**config.mk**
```make
export PLATFORM = sky130hd
export DESIGN_NAME = imem_uart_loader
export DESIGN_NICKNAME = d
export VERILOG_FILES = /design/src/rtl/imem_uart_loader.sv
export SDC_FILE = /design/constraint.sdc
export NUM_CORES = 1
export LEC_CHECK = 0
export ABC_AREA = 1
export CAP_MARGIN = 0
export CORE_UTILIZATION = 40
export DETAILED_ROUTE_END_ITERATION = 16
export GPL_ROUTABILITY_DRIVEN = 0
export GPL_TIMING_DRIVEN = 0
export PLACE_DENSITY = 0.64
export SYNTH_ARGS = -nofsm -noshare
export SYNTH_HDL_FRONTEND = slang
export SYNTH_SLANG_ARGS = --single-unit
```
**constraint.sdc**
```tcl
create_clock -name clock -period 5.45 [get_ports clock]
set_input_delay 0.8175 -clock clock [delete_from_list [all_inputs] [get_ports clock]]
set_output_delay 0.8175 -clock clock [all_outputs]
set_load 0.02 [all_outputs]
```
**src/rtl/imem_uart_loader.sv**
```systemverilog
// imem_uart_loader: UART bootloader that assembles a framed byte stream into
// 32-bit words and writes them into the program ROM from word 0 upward.
// Frame layout: MAGIC, LEN_HI, LEN_LO, LEN x 4 data bytes (MSB first), checksum.
// The CPU is held in reset while a frame is in flight or after a failed frame.
module imem_uart_loader #(
   parameter int          ADDR_W         = 14,
   parameter logic [7:0]  MAGIC          = 8'hA5,
   parameter int          TIMEOUT_CYCLES = 1_000_000
) (
   input  logic              clock,
   input  logic              reset,
   input  logic              load_en,
   input  logic              rx_valid,
   input  logic [7:0]        rx_data,
   output logic              imem_we,
   output logic [ADDR_W-1:0] imem_addr,
   output logic [31:0]       imem_wdata,
   output logic              cpu_hold,
   output logic              load_done,
   output logic              load_error,
   output logic [ADDR_W:0]   words_loaded
);

   localparam int TW = $clog2(TIMEOUT_CYCLES + 1);

   typedef enum logic [2:0] {
      IDLE, LEN_HI, LEN_LO, DATA, CHECK, DONE, ERROR
   } state_t;

   state_t        state, nxt;
   logic [15:0]   len;
   logic [15:0]   len_v;
   logic [23:0]   word;      // first three bytes of the word being assembled
   logic [1:0]    byte_idx;
   logic [7:0]    checksum;
   logic [TW-1:0] timer;
   logic          active, tmo, abort, take, start;

   // Next-state decode; an abort (load_en low or inter-byte timeout) beats any byte
   always_comb begin
      active = (state == LEN_HI) || (state == LEN_LO) || (state == DATA) || (state == CHECK);
      tmo    = active && (timer == TW'(TIMEOUT_CYCLES - 1));
      abort  = active && (!load_en || tmo);
      take   = rx_valid && load_en && !abort;
      start  = 1'b0;
      len_v  = {len[15:8], rx_data};
      nxt    = state;
      if (abort) begin
         nxt = ERROR;
      end else if (take) begin
         case (state)
            IDLE, DONE, ERROR: if (rx_data == MAGIC) begin
               nxt   = LEN_HI;
               start = 1'b1;
            end
            LEN_HI: nxt = LEN_LO;
            LEN_LO: begin
               if (len_v == 16'd0)                              nxt = CHECK;
               else if (32'(len_v) > (32'd1 << ADDR_W))         nxt = ERROR;
               else                                             nxt = DATA;
            end
            DATA: if (byte_idx == 2'd3 && (32'(words_loaded) + 32'd1 == 32'(len)))
               nxt = CHECK;
            CHECK: nxt = (rx_data == checksum) ? DONE : ERROR;
            default: nxt = IDLE;
         endcase
      end
   end

   // Frame FSM with datapath and registered status/write outputs
   always_ff @(posedge clock or negedge reset) begin
      if (!reset) begin
         state        <= IDLE;
         len          <= '0;
         word         <= '0;
         byte_idx     <= '0;
         checksum     <= '0;
         timer        <= '0;
         imem_we      <= 1'b0;
         imem_addr    <= '0;
         imem_wdata   <= '0;
         cpu_hold     <= 1'b0;
         load_done    <= 1'b0;
         load_error   <= 1'b0;
         words_loaded <= '0;
      end else begin
         state      <= nxt;
         imem_we    <= 1'b0;
         cpu_hold   <= (nxt != IDLE) && (nxt != DONE);
         load_done  <= (nxt == DONE);
         load_error <= (nxt == ERROR);

         // Inter-byte timer: restarts on every byte or state change, runs only mid-frame
         if (take || nxt != state) timer <= '0;
         else if (active)          timer <= timer + 1'b1;

         if (start) begin
            words_loaded <= '0;
            checksum     <= '0;
            byte_idx     <= '0;
            word         <= '0;
         end else if (take) begin
            case (state)
               LEN_HI: len[15:8] <= rx_data;
               LEN_LO: len[7:0]  <= rx_data;
               DATA: begin
                  word     <= {word[15:0], rx_data};
                  checksum <= checksum + rx_data;
                  byte_idx <= byte_idx + 2'd1;
                  // Fourth byte completes the word; write lands on the following cycle
                  if (byte_idx == 2'd3) begin
                     imem_we      <= 1'b1;
                     imem_wdata   <= {word, rx_data};
                     imem_addr    <= words_loaded[ADDR_W-1:0];
                     words_loaded <= words_loaded + 1'b1;
                  end
               end
               default: ;
            endcase
         end
      end
   end

endmodule
```
Word-level counts from Yosys, hierarchy flattened
Index checks and enable logic that the tools add are counted.
Word-level totals
  logic and storage cells: 93
  bits of input ports: 12
  output and inout bits: 65
  register bits: 138
Cells by class
  bitwise operators: 1
  magnitude comparators: 1
  equal/unequal tests: 15
  reductions and logical operators: 26
  $add $sub $neg: 5
  mux-type cells: 31
Operators by type and width (count)
  two-way mux 24 bit: 3
  two-way mux 15 bit: 4
  two-way mux 20 bit: 2
  two-way mux 8 bit: 3
  adder 20 x 1 -> 20 bit (second input constant): 1
  equality test 20 bit (second input constant): 1
  two-way mux 3 bit: 6
  adder 15 x 1 -> 16 bit (second input constant): 1
  equality test 16 bit: 1
  greater-than comparator 16 x 15 -> 1 bit (second input constant): 1
  logical NOT 16 bit: 1
  adder 15 x 1 -> 15 bit (second input constant): 1
  equality test 3 bit (second input constant): 5
  one-hot mux 3 bit (5 select lines): 1
  AND reduction 3 bit: 3
  adder 8 bit: 1
  equality test 8 bit: 1
  equality test 8 bit (second input constant): 1
  two-way mux 1 bit: 8
  two-way mux 2 bit: 4
  nonzero test 2 bit: 4
  equality test 3 x 2 -> 1 bit (second input constant): 2
  logical AND 1 bit: 6
  logical OR 1 bit: 5
  other kinds (12): 13

Depth between registers and ports, before layout
  word-level depth: 14
  mapped depth: 20
  gate-level depth less buffers: 19

Least setup slack after synthesis
Ideal clock, no wire load.
  kind: input port to flip-flop
  from: in rx_data[0]
  to: reg timer[17]
  required time: 5.329 ns
  path slack: 3.101 ns
  data arrival time: 2.228 ns
  library setup time: 0.121 ns
  buffers on the path: 1
  stages on the path: 12
  path through: ha_1 > nor4_1 > nand4_1 > nand2_1 > o21ai_0 > nor3_1 > nand2_1 > nand2_2 > nand3_1 > nand3_2 > buf_6 > nor2_2
On the way
  word-level cells in the longest chain between the ends: 9
  elaborated cells between the ends (all ways): 15
  those cells by class: 1 x order compare; 3 x eq/ne; 8 x mux; 3 x reduce/logical
RTL lines
  from (decl): RTL line 14  | input logic [7:0] rx_data,
  greater-than comparator 16 x 15 -> 1 bit: RTL line 59  | else if (32'(len_v) > (32'd1 << ADDR_W)) nxt = ERROR;
  two-way mux 3 bit: RTL line 59
  two-way mux 3 bit: RTL line 58  | if (len_v == 16'd0) nxt = CHECK;
  one-hot mux 3 bit (5 select lines) (*): RTL line 51  | case (state)
  two-way mux 3 bit (*): RTL line 50  | end else if (take) begin
  two-way mux 3 bit (*): RTL line 48  | if (abort) begin
  != test 3 bit (*): RTL line 94  | if (take || nxt != state) timer <= '0;
  logical OR 1 bit (*): RTL line 94
  two-way mux 20 bit or nonzero test 2 bit (tied branches)
  to (signal assigned): RTL line 95  | else if (active) timer <= timer + 1'b1;
  to (decl): RTL line 36  | logic [TW-1:0] timer;
Mark *: on every way between the ends. The rest lies on a longest branch, timed or not.
A chain may end at the register's enable or synchronous reset.

Final worst setup path
  from: in rx_data[1]
  to: reg timer[13]
On the way
  elaborated cells between the ends (all ways): 15
  those cells by class: 1 x order compare; 3 x eq/ne; 8 x mux; 3 x reduce/logical
RTL lines
  equality test 8 bit (tied with other cells): RTL line 64  | CHECK: nxt = (rx_data == checksum) ? DONE : ERROR;
  two-way mux 2 bit (tied with other cells): RTL line 64
  one-hot mux 3 bit (5 select lines) (*): RTL line 51
  two-way mux 3 bit (*): RTL line 50
  two-way mux 3 bit (*): RTL line 48
  net nxt[1]: RTL line 30  | state_t state, nxt;
  != test 3 bit (*): RTL line 94
  logical OR 1 bit (*): RTL line 94
  two-way mux 20 bit or nonzero test 2 bit (tied branches)
Mark *: on every way through the listed nets, which the timed path passes. The rest lies on a longest branch.

==> impl_metrics.yaml <==
pwr:
  powerDensity_nw_per_um2: 397.9
  worst_ir_drop_vdd_v: 0.0002610
  p_leak_nw: 3.998
yosys:
  syn_area_per_cell_um2: 8.575
  async_flop_share_pct: 100.0
  yosysSeqAreaShare_pct: 50.91
  syn_inst: 791
  ys_seq_elements: 138
  synth_cell_type_count: 51
  yosys.area.top_type: "dfrtp_1"
  ys_warn_count: 0
  synthFlopType: "dfrtp_1"
  syn_nets: 814
  yosysTopAreaCellShare_pct: 50.91
  synth_edf_count: 0
  synth_area_um2: 6783
  synthTopCellsByArea: "dfrtp_1 51%, nand2_1 10%, inv_1 5.3%"
final_layout:
  fin_area_um2: 8397
  layout_common_cells: "183 x nand2_1, 138 x dfrtp_1, 95 x inv_1, 75 x clkdlybuf4s50_1"
  drive_above_1_share_pct: 12.01
  final_nets: 910
  fill_cells: 1609
  syn_to_final_growth_pct: 23.80
  final_common_cell: "nand2_1"
  diodes: 0
global_route:
  antenna_found_initial: 0
  first_global_vias: 5228
  grt_usage_pct: 19.68
  grt_overflow: 0
  grt_pass1_wl_um: 26930
  grt_max_degree: 94
sta:
  finalMaxSlewViolations: 0
  min_period_over_period_pct: 54.00
  fmax_ghz: 0.3398
  rsz0062_at_grt: "false"
  hold_violations: 0
  slew_headroom_pct: 66.73
  finClkSkew_ns: 0.01550
  finalSetupTns_ns: 0
  tightest_slew_ns: 0.4953
  finalSetupViolCount: 0
  min_period_ns: 2.943
clocking:
  clockBufferDepth: 2
  cts-root-buf: "clkbuf_16"
  clock_latency_ns: 0.43
  cts_sinks: 138
  htreeDepth: 4
  cts_setup_buffers: 0
  clkTransAtPathRegs_ns: 0.06
  numCtsBuffers: 17
  tritoncts: "yes"
  cts.repair.resized: 0
  cts_hold_buf: 0
status:
  status: "finished, final reports clean"
worst_setup_path:
  cp.arrival_ns: 3.30
  crit_family: "simple AND/OR/NAND/NOR gates"
  cpMostUsedCell: "nand2_2"
  crit_type: "in2reg"
  slowest_stage: "clkdlybuf4s50_1"
  startpoint_type: "input pin"
  crit_path_max_fanout: 10
  path_cells: "clkdlybuf4s50_1 > ha_1 > nor4_1 > nand4_1 > nand2_1 > o21ai_0 > nor3_1 > nand2_1 > nand2_2 > nand2_2 > nand2_2 > nand3_2 > buf_6 > nor2_2"
  path_buf_inv: 2
  slowest_delay_ns: 0.62
  cp.required_ns: 5.81
  worst_setup_path_end_kind: "register"
placement:
  port_buffers: 76
  dpl.hpwl_um: 11740
  dpl_cell_area_um2: 7848
floorplanning:
  die_x_um: 132.2
  start_util_pct: 40.90
  die_h_um: 132.2
  core-area_um2: 16580
  pin_count: 77
  die_area_um2: 17480
  num_rows: 47
drt:
  drt_wl_total_um: 16250
  first_iter_violations: 371
  via_per_inst: 4.941
  via_count: 5529
  first_pass_iters: 5
  drtAntennaViolNets: 0
  wl_per_cell_um: 14.52
  drc_errors: 0
run:
  drv_cap: 0
hold_path:
  holdCritPathClass: "in2async"
[power breakdown]
part	leakage [nW]	internal, mW	switching [mW]	total (mW)
logic	2.00	0.345	0.559	0.904
registers	1.74	1.21	0.135	1.34
clock network	0.265	0.630	0.463	1.09
[cell usage after synthesis, types with 2 or more instances]
cell and number:
a21oi_1 13, a22o_1 3, a32o_1 2, buf_1 2, buf_2 5, buf_4 6, buf_6 4, clkbuf_1 4
clkinv_1 2, dfrtp_1 138, ha_1 10, inv_1 95, inv_2 10, nand2_1 183, nand2_2 9, nand3_1 51
nand3b_1 3, nand4_1 12, nor2_1 37, nor2_2 24, nor2_4 5, nor3_1 9, nor3_2 2, nor4_1 4
nor4_2 2, o21ai_0 51, o21ai_1 36, o21bai_1 2, o22ai_1 26, o31ai_1 3, or2_2 3, xnor2_1 2
xor2_1 15
[final timing paths]
path                                                 start                          end  slack (ns)  cells past startpoint
max in group asynchronous                            reset         timer[1]$_DFFE_PN0P_        4.30                      2
min in group clock              imem_wdata[25]$_DFFE_PN0P_   imem_wdata[25]$_DFFE_PN0P_        0.49                      2
worst min-delay path                                 reset  words_loaded[2]$_DFFE_PN0P_        0.32                      1
worst min register to register  imem_wdata[25]$_DFFE_PN0P_   imem_wdata[25]$_DFFE_PN0P_        0.49                      2
worst max-delay path                            rx_data[1]        timer[13]$_DFFE_PN0P_        2.51                     14
worst max register to register        timer[0]$_DFFE_PN0P_         word[14]$_DFFE_PN0P_        2.76                     14
[flip-flops by register name, summed over array words and instances (netlist names), 2 cells and up]
register,cells
len,16
imem_wdata,32
state,3
checksum,8
imem_addr,14
byte_idx,2
words_loaded,15
word,24
timer,20
[metal layers]
metal,up-vias,track usage (%),routed length (um)
met1,2614,27.33,7810
met5,-,0,0
li1,2783,-,-
met3,17,4.652,619
met4,0,6.960,243
met2,115,30.07,7571
[area by class of cell]
cell class / instances / area (um^2) / area share, %
inverters: 108 / 406.6 / 4.843
clock inverters: 12 / 116.4 / 1.386
clock buffers: 19 / 432.9 / 5.156
well taps: 220 / 275.3 / 3.278
plain buffers: 21 / 137.6 / 1.639
flip-flops and latches: 138 / 3453 / 41.13
multi-input cells: 524 / 2785 / 33.17
repair buffers: 77 / 789.5 / 9.402
[kinds of logic (layout without fill, tap and decap cells)]
family | Yosys count | in the layout | synth area share (%)
muxes | 1 | 1 | 0.1476
AOI/OAI and AO/OA | 141 | 141 | 11.58
DFF | 138 | 138 | 50.91
buffers and inverters | 129 | 237 | 8.024
xor gates and xnor gates | 18 | 18 | 2.527
and+or+nand+nor | 353 | 353 | 24.66
adders and majority gates | 11 | 11 | 2.140
[worst register-to-register path, stage by stage (launching register included)]
cell	delay, ns
dfrtp_1	0.41
ha_1	0.23
nand2_1	0.13
nor2_1	0.05
nand3_1	0.08
inv_1	0.05
nand2_2	0.08
inv_2	0.03
nand4_1	0.08
nand2_1	0.11
inv_2	0.16
nand3_1	0.26
nand2_1	0.31
clkbuf_1	0.43
o22ai_1	0.13
[per-stage QoR]
step                      hold slack (ns)  total power, mW  utilization (%)  setup slack, ns  instances
after CTS                          0.3304            3.361            50.63            2.524       1119
final                              0.3168            3.341            50.63            2.507       1119
after global routing               0.3499            3.561            50.63            2.308       1119
after floorplan                    0.4530            2.012                -            3.101        791
after detailed placement           0.4780            2.266            47.32            2.101       1088
after global placement             0.4676            2.247            47.15           -2.071       1087
Power figures use the tool's default switching activity.
